[src/rtl/vga_pkg.sv]
// VGA timing constants and framebuffer geometry shared by the arbiter slice.
package vga_pkg;

  localparam int unsigned TOTAL_COLS  = 800;
  localparam int unsigned TOTAL_ROWS  = 525;
  localparam int unsigned ACTIVE_COLS = 640;
  localparam int unsigned ACTIVE_ROWS = 480;
  localparam int unsigned COUNT_W     = $clog2((TOTAL_COLS > TOTAL_ROWS) ? TOTAL_COLS : TOTAL_ROWS);

  localparam int unsigned SCALE_SHIFT = 2;
  localparam int unsigned FB_COLS     = ACTIVE_COLS >> SCALE_SHIFT;
  localparam int unsigned FB_ROWS     = ACTIVE_ROWS >> SCALE_SHIFT;
  localparam int unsigned FB_SIZE     = FB_COLS * FB_ROWS;

  localparam int unsigned DATA_W      = 12;
  localparam int unsigned ADDR_W      = 15;

  typedef logic [DATA_W-1:0] pixel_t;

endpackage

[src/rtl/vga_framebuffer_arbiter_if.sv]
// Writer handshake plus single-port framebuffer RAM bus; slave is the arbiter view.
interface vga_framebuffer_arbiter_if #(
  parameter int unsigned DATA_W = vga_pkg::DATA_W,
  parameter int unsigned ADDR_W = vga_pkg::ADDR_W
);

  logic              wr_valid;
  logic              wr_ready;
  logic [ADDR_W-1:0] wr_addr;
  logic [DATA_W-1:0] wr_data;

  logic              mem_en;
  logic              mem_we;
  logic [ADDR_W-1:0] mem_addr;
  logic [DATA_W-1:0] mem_wdata;
  logic [DATA_W-1:0] mem_rdata;

  modport master (
    output wr_valid, wr_addr, wr_data, mem_rdata,
    input  wr_ready, mem_en, mem_we, mem_addr, mem_wdata
  );

  modport slave (
    input  wr_valid, wr_addr, wr_data, mem_rdata,
    output wr_ready, mem_en, mem_we, mem_addr, mem_wdata
  );

endinterface

[src/rtl/vga_delay_line.sv]
// Fixed-depth shift register with synchronous clear, for pipeline realignment.
module vga_delay_line #(
  parameter int unsigned WIDTH = 1,
  parameter int unsigned DEPTH = 3
) (
  input  logic             clock,
  input  logic             clear,
  input  logic [WIDTH-1:0] din,
  output logic [WIDTH-1:0] dout
);

  logic [DEPTH-1:0][WIDTH-1:0] stage_d, stage_q;

  always_comb begin
    stage_d    = stage_q;
    stage_d[0] = din;
    for (int unsigned i = 1; i < DEPTH; i++) begin
      stage_d[i] = stage_q[i-1];
    end
  end

  always_ff @(posedge clock) begin
    if (clear) begin
      stage_q <= '0;
    end else begin
      stage_q <= stage_d;
    end
  end

  assign dout = stage_q[DEPTH-1];

endmodule

[src/rtl/vga_framebuffer_arbiter.sv]
// Shares one framebuffer RAM between scanout reads (fixed slots) and a pixel writer,
// re-aligning pixel data and syncs to a 3-cycle latency. Option: VGA_FB_BOUNDS_CHECK_EN.
module vga_framebuffer_arbiter
  import vga_pkg::*;
#(
  parameter int unsigned ACTIVE_COLS = vga_pkg::ACTIVE_COLS,
  parameter int unsigned ACTIVE_ROWS = vga_pkg::ACTIVE_ROWS,
  parameter int unsigned SCALE_SHIFT = vga_pkg::SCALE_SHIFT,
  parameter int unsigned DATA_W      = vga_pkg::DATA_W,
  parameter int unsigned ADDR_W      = vga_pkg::ADDR_W
) (
  input  logic                clock,
  input  logic                reset,
  input  logic [COUNT_W-1:0]  column_count,
  input  logic [COUNT_W-1:0]  row_count,
  input  logic                in_Hsync,
  input  logic                in_Vsync,
  vga_framebuffer_arbiter_if.slave fb,
  output logic                out_Hsync,
  output logic                out_Vsync,
  output logic [DATA_W-1:0]   pix_data,
  output logic                wr_oor
);

  localparam int unsigned        FB_COLS_L = ACTIVE_COLS >> SCALE_SHIFT;
  localparam logic [COUNT_W-1:0] COLS_C    = COUNT_W'(ACTIVE_COLS);
  localparam logic [COUNT_W-1:0] ROWS_C    = COUNT_W'(ACTIVE_ROWS);
  localparam logic [COUNT_W-1:0] SUB_MASK  = COUNT_W'((1 << SCALE_SHIFT) - 1);

  logic              active, slot, ready, xfer, addr_oor;
  logic [ADDR_W-1:0] scan_addr;

  // Arbitration is purely a decode of the current counts.
  always_comb begin
    active    = (column_count < COLS_C) && (row_count < ROWS_C);
    slot      = active && ((column_count & SUB_MASK) == '0);
    scan_addr = ADDR_W'(row_count >> SCALE_SHIFT) * ADDR_W'(FB_COLS_L)
              + ADDR_W'(column_count >> SCALE_SHIFT);
    ready     = !slot && !reset;
    xfer      = fb.wr_valid && ready;
  end

  assign fb.wr_ready = ready;

`ifdef VGA_FB_BOUNDS_CHECK_EN
  localparam int unsigned FB_SIZE_L = FB_COLS_L * (ACTIVE_ROWS >> SCALE_SHIFT);

  logic wr_oor_d, wr_oor_q;

  assign addr_oor = 32'(fb.wr_addr) >= FB_SIZE_L;
  assign wr_oor_d = wr_oor_q || (xfer && addr_oor);

  always_ff @(posedge clock) begin
    if (reset) begin
      wr_oor_q <= 1'b0;
    end else begin
      wr_oor_q <= wr_oor_d;
    end
  end

  assign wr_oor = wr_oor_q;
`else
  assign addr_oor = 1'b0;
  assign wr_oor   = 1'b0;
`endif

  logic              mem_en_d, mem_en_q, mem_we_d, mem_we_q;
  logic [ADDR_W-1:0] mem_addr_d, mem_addr_q;
  logic [DATA_W-1:0] mem_wdata_d, mem_wdata_q;

  always_comb begin
    mem_en_d    = 1'b0;
    mem_we_d    = 1'b0;
    mem_addr_d  = mem_addr_q;
    mem_wdata_d = mem_wdata_q;
    if (slot) begin
      mem_en_d   = 1'b1;
      mem_addr_d = scan_addr;
    end else if (xfer && !addr_oor) begin
      mem_en_d    = 1'b1;
      mem_we_d    = 1'b1;
      mem_addr_d  = fb.wr_addr;
      mem_wdata_d = fb.wr_data;
    end
  end

  // Active and slot flags ride two stages; the pixel register is the third.
  logic active_d2, slot_d2;

  vga_delay_line #(.WIDTH(2), .DEPTH(3)) u_sync_dly (
    .clock (clock),
    .clear (reset),
    .din   ({in_Hsync, in_Vsync}),
    .dout  ({out_Hsync, out_Vsync})
  );

  vga_delay_line #(.WIDTH(2), .DEPTH(2)) u_rd_dly (
    .clock (clock),
    .clear (reset),
    .din   ({active, slot}),
    .dout  ({active_d2, slot_d2})
  );

  logic [DATA_W-1:0] pix_d, pix_q;

  always_comb begin
    pix_d = pix_q;
    if (!active_d2) begin
      pix_d = '0;
    end else if (slot_d2) begin
      pix_d = fb.mem_rdata;
    end
  end

  always_ff @(posedge clock) begin
    if (reset) begin
      mem_en_q    <= 1'b0;
      mem_we_q    <= 1'b0;
      mem_addr_q  <= '0;
      mem_wdata_q <= '0;
      pix_q       <= '0;
    end else begin
      mem_en_q    <= mem_en_d;
      mem_we_q    <= mem_we_d;
      mem_addr_q  <= mem_addr_d;
      mem_wdata_q <= mem_wdata_d;
      pix_q       <= pix_d;
    end
  end

  assign fb.mem_en    = mem_en_q;
  assign fb.mem_we    = mem_we_q;
  assign fb.mem_addr  = mem_addr_q;
  assign fb.mem_wdata = mem_wdata_q;
  assign pix_data     = pix_q;

endmodule

[src/flat_wrapper.sv]
// flat-port wrapper written by rule: the top's interface ports become plain ports
module vga_framebuffer_arbiter_flat import vga_pkg::*;
#(
  parameter int unsigned ACTIVE_COLS = vga_pkg::ACTIVE_COLS,
  parameter int unsigned ACTIVE_ROWS = vga_pkg::ACTIVE_ROWS,
  parameter int unsigned SCALE_SHIFT = vga_pkg::SCALE_SHIFT,
  parameter int unsigned DATA_W      = vga_pkg::DATA_W,
  parameter int unsigned ADDR_W      = vga_pkg::ADDR_W
)
  (clock, reset, column_count, row_count, in_Hsync, in_Vsync, out_Hsync, out_Vsync, pix_data, wr_oor, fb_wr_valid, fb_wr_addr, fb_wr_data, fb_mem_rdata, fb_wr_ready, fb_mem_en, fb_mem_we, fb_mem_addr, fb_mem_wdata);
  vga_framebuffer_arbiter_if #(.DATA_W(DATA_W), .ADDR_W(ADDR_W)) fb_i ();
  input  logic clock;
  input  logic reset;
  input  logic [COUNT_W-1:0] column_count;
  input  logic [COUNT_W-1:0] row_count;
  input  logic in_Hsync;
  input  logic in_Vsync;
  output logic out_Hsync;
  output logic out_Vsync;
  output logic [DATA_W-1:0] pix_data;
  output logic wr_oor;
  input wire logic [$bits(fb_i.wr_valid)-1:0] fb_wr_valid;
  input wire logic [$bits(fb_i.wr_addr)-1:0] fb_wr_addr;
  input wire logic [$bits(fb_i.wr_data)-1:0] fb_wr_data;
  input wire logic [$bits(fb_i.mem_rdata)-1:0] fb_mem_rdata;
  output wire logic [$bits(fb_i.wr_ready)-1:0] fb_wr_ready;
  output wire logic [$bits(fb_i.mem_en)-1:0] fb_mem_en;
  output wire logic [$bits(fb_i.mem_we)-1:0] fb_mem_we;
  output wire logic [$bits(fb_i.mem_addr)-1:0] fb_mem_addr;
  output wire logic [$bits(fb_i.mem_wdata)-1:0] fb_mem_wdata;
  assign fb_i.wr_valid = fb_wr_valid;
  assign fb_i.wr_addr = fb_wr_addr;
  assign fb_i.wr_data = fb_wr_data;
  assign fb_i.mem_rdata = fb_mem_rdata;
  assign fb_wr_ready = fb_i.wr_ready;
  assign fb_mem_en = fb_i.mem_en;
  assign fb_mem_we = fb_i.mem_we;
  assign fb_mem_addr = fb_i.mem_addr;
  assign fb_mem_wdata = fb_i.mem_wdata;
  vga_framebuffer_arbiter #(.ACTIVE_COLS(ACTIVE_COLS), .ACTIVE_ROWS(ACTIVE_ROWS), .SCALE_SHIFT(SCALE_SHIFT), .DATA_W(DATA_W), .ADDR_W(ADDR_W)) u_core (.clock(clock), .reset(reset), .column_count(column_count), .row_count(row_count), .in_Hsync(in_Hsync), .in_Vsync(in_Vsync), .fb(fb_i), .out_Hsync(out_Hsync), .out_Vsync(out_Vsync), .pix_data(pix_data), .wr_oor(wr_oor));
endmodule
[config.mk]
export PLATFORM = sky130hd
export DESIGN_NAME = vga_framebuffer_arbiter_flat
export DESIGN_NICKNAME = d
export VERILOG_FILES = /design/src/rtl/vga_pkg.sv /design/src/rtl/vga_framebuffer_arbiter_if.sv /design/src/rtl/vga_delay_line.sv /design/src/rtl/vga_framebuffer_arbiter.sv /design/src/flat_wrapper.sv
export SDC_FILE = /design/constraint.sdc
export NUM_CORES = 1
export LEC_CHECK = 0
export CORE_MARGIN = 4
export CORE_UTILIZATION = 35
export DETAILED_ROUTE_END_ITERATION = 6
export GPL_ROUTABILITY_DRIVEN = 0
export GPL_TIMING_DRIVEN = 0
export PLACE_DENSITY = 0.76
export SYNTH_ARGS = -nofsm -noshare
export SYNTH_HDL_FRONTEND = slang
export SYNTH_SLANG_ARGS = --single-unit
export TNS_END_PERCENT = 5
[constraint.sdc]
create_clock -name clock -period 4.46 [get_ports clock]
set_input_delay 1.115 -clock clock [delete_from_list [all_inputs] [get_ports clock]]
set_output_delay 1.115 -clock clock [all_outputs]
set_load 0.01 [all_outputs]
==> run_results.csv <==
group,metric,value,unit
place,dpl.hpwl,5.41,mm
routing,top_layer,"met4",
critical_path,crit_required,3350,ps
critical_path,r2r_cells,3,
critical_path,r2r_end,"u_core.pix_data[10]",
clocking,clock-root-buffer,"clkbuf_8",
clocking,cts_tree,"yes",
logic_synthesis,yosysMostFrequentCell,"dfxtp_1",
power,p_leak,1.42,nW
critical_path,startpoint,"column_count[8]",
critical_path,cp-start-kind,"input port",
global_routing,grt_start_max_net_pins,17,
die,io_pins,109,
global_routing,grt_overflow,0,
routing,antenna_left,0,
timing,fin_ws,234,ps
timing,hold_violations,0,
critical_path,reg2reg_setup_slack,3040,ps
layout,fillerInstances,623,
clocking,numCtsBuffers,5,
routing,avgRoutedWirePerCell,14.0,µm
timing,timing.hold.ws,443,ps
timing,worstMarginPinSlew,707,ps
die,core_area,6870,µm²
timing,fmax,237,MHz
routing,via_count,2262,
routing,wl_met3,498,µm
timing,setup_tns,0,ps
logic_synthesis,ys_seq_elements,51,
logic_synthesis,syn_nets,348,
timing,fin_skew,6.43,ps
die,die_width,92.6,µm
critical_path,endpoint_kind,"output port",
routing,drt-met1-wl,2.91,mm
logic_synthesis,synth_ff_type,"dfxtp_1",
die,initial_core_util,36.4,%
global_routing,grt_usage,15.7,%
logic_synthesis,synth_top_cell_by_area,"dfxtp_1",
critical_path,endpoint,"fb_wr_ready",
critical_path,reg2reg_from,"u_core.u_rd_dly.dout[0]",
min_path,hp-start,"u_core.u_sync_dly.stage_d[5]",
critical_path,path_max_fanout,10,
layout,final_layout_size_suffix_gt1_share,6.05,%
logic_synthesis,seq_area_frac_synth,40.8,%
min_path,hold_class,"reg2reg",
layout,final_nets,460,
timing,period_share,94.8,%
logic_synthesis,synthArstFlopShare,0,%
logic_synthesis,synth_cell_type_count,48,
clocking,clock-sinks,51,
critical_path,critPathKind,"in2out",
place,dp_slack,76.3,ps
timing,finalCriticalPeriod,4230,ps
routing,drtPass1Iterations,4,
die,chipHeight,92.6,µm
critical_path,critPathArrivalTime,3110,ps
layout,syn_to_final_growth,51.5,%
timing,slew_viol_final,0,
routing,wl_met2,3.18,mm
layout,antenna_cells,0,
place,placed_area,3670,µm²
global_routing,grt_pass1_vias,2247,
logic_synthesis,synth_edf_count,0,
clocking,post_cts_buffers,0,
logic_synthesis,netlist_area,2500,µm²
layout,post-route-cell-area,3790,µm²
clocking,path_clk_slew,90,ps
power,pwr_density_cell,284,nW/µm²
flow_run,maxCapViolCount,0,
routing,drt_iter0_drc,72,
die,dieArea,8570,µm²
clocking,insertion_delay,300,ps
global_routing,grt_pass1_wl,10.8,mm
logic_synthesis,synth_top_area_share,40.8,%
power,irDropWorstVdd,0.125,mV
layout,fin_util,55.2,%
routing,via_per_inst,4.75,
logic_synthesis,synth_cells,267,
timing,maxSlewHeadroom,52.9,%
logic_synthesis,synth_area_leaders,"dfxtp_1 41%, mux2i_1 8.4%, ha_1 7.5%, a211oi_1 5.7%, nor2_1 4.6%",
place,portBuffers,105,
status,status,"complete, no violations",
global_routing,antenna_found_initial,0,
clocking,cts_max_level,2,
die,row_count,30,
logic_synthesis,avgSynthCellArea,9.38,µm²
routing,route.detailed.drc,0,
timing,setup_viol,0,
timing,rsz0062_at_grt,"false",
routing,routed_wl,6.68,mm
logic_synthesis,yosysWarnings,0,
logic_synthesis,synthTopCellsByCount,"51 x dfxtp_1, 31 x nor2_1, 25 x nand2_1",
clocking,cts_buffer_depth,2,
[sequential cells by signal, indices dropped and copies added, names as in the netlist]
name                       flops
u_core.fb.mem_addr            15
u_core.fb.mem_en               1
u_core.fb.mem_wdata           12
u_core.fb.mem_we               1
u_core.pix_data               12
u_core.u_rd_dly.dout           2
u_core.u_rd_dly.stage_d        2
u_core.u_sync_dly.dout         2
u_core.u_sync_dly.stage_d      4
[cell families after synthesis]
group | Yosys count | share of synthesized area, %
AO/OA/AOI/OAI | 54 | 16.8
flip-flops | 51 | 40.8
other | 1 | 0.150
XOR/XNOR | 8 | 2.80
multiplexers | 22 | 8.85
buffers and inverters | 22 | 3.55
adder cells (fa/ha/maj) | 17 | 9.10
AND/OR/NAND/NOR | 92 | 18.0
[power breakdown]
| part | leakage, nW | total, mW | internal, mW | switching [mW] |
|---|---|---|---|---|
| Clock | 0.0581 | 0.319 | 0.167 | 0.152 |
| Sequential | 0.418 | 0.485 | 0.476 | 0.00904 |
| Combinational | 0.942 | 0.273 | 0.149 | 0.124 |
| Total | 1.42 | 1.08 | 0.792 | 0.285 |
[metal layers]
| metal | global-route usage (%) | vias to the layer above |
|---|---|---|
| met5 | 0 | - |
| met4 | 3.84 | 0 |
| met3 | 3.33 | 7 |
| met2 | 27.4 | 85 |
| met1 | 19.6 | 1012 |
| li1 | - | 1158 |
[area by class of cell]
cell class                      count  area [µm²]  share of cell area (%)
Sequential cell                    51        1020                    26.9
Tap cell                           96         120                    3.17
Buffer                             14        58.8                    1.55
Inverter                            8        30.0                   0.792
Clock buffer                        5        68.8                    1.81
Timing Repair Buffer              105        1050                    27.7
Multi-Input combinational cell    194        1400                    36.9
Clock inverter                      3        43.8                    1.15
[worst min-delay path by stage]
stage | end | slack, ps | cells past startpoint
after floorplan | u_core.u_rd_dly.dout[0] | 410 | 1
after CTS | u_core.u_rd_dly.dout[0] | 440 | 1
after global routing | u_core.u_rd_dly.dout[0] | 460 | 1
final | u_core.u_sync_dly.dout[1] | 440 | 1
after global placement | u_core.u_sync_dly.stage_d[5] | 420 | 1
after detailed placement | u_core.u_rd_dly.dout[0] | 420 | 1
[placed cells by master, fill, tap and decap left out, types with 4 or more instances in the layout]
cell type / n
nor2_1: 31
clkbuf_8: 5
clkdlybuf4s50_1: 105
dfxtp_1: 51
xnor2_1: 4
ha_1: 15
clkbuf_1: 9
inv_1: 8
mux2i_1: 21
a211oi_1: 19
xor2_1: 4
nand2_1: 25
a21oi_1: 14
nor2b_1: 17
[stage by stage]
step	power [mW]	instances
floorplan	0.644	267
global placement	0.764	468
detailed placement	0.768	468
CTS	1.09	476
global route	1.13	476
finish	1.08	476
[what timing repair did]
item                       4_1_cts  5_1_grt
hold buffers                     0        0
setup endpoints to repair        0        1
hold endpoints to repair         0        0
resized for setup                0        1
[worst max-delay path, cell delays in order]
cell             delay, ps
clkdlybuf4s50_1        450
o21ai_1                200
nand3_1                200
nor3_2                 260
buf_2                  290
nor2_1                  80
clkdlybuf4s50_1        510
Power figures use the tool's default switching activity.
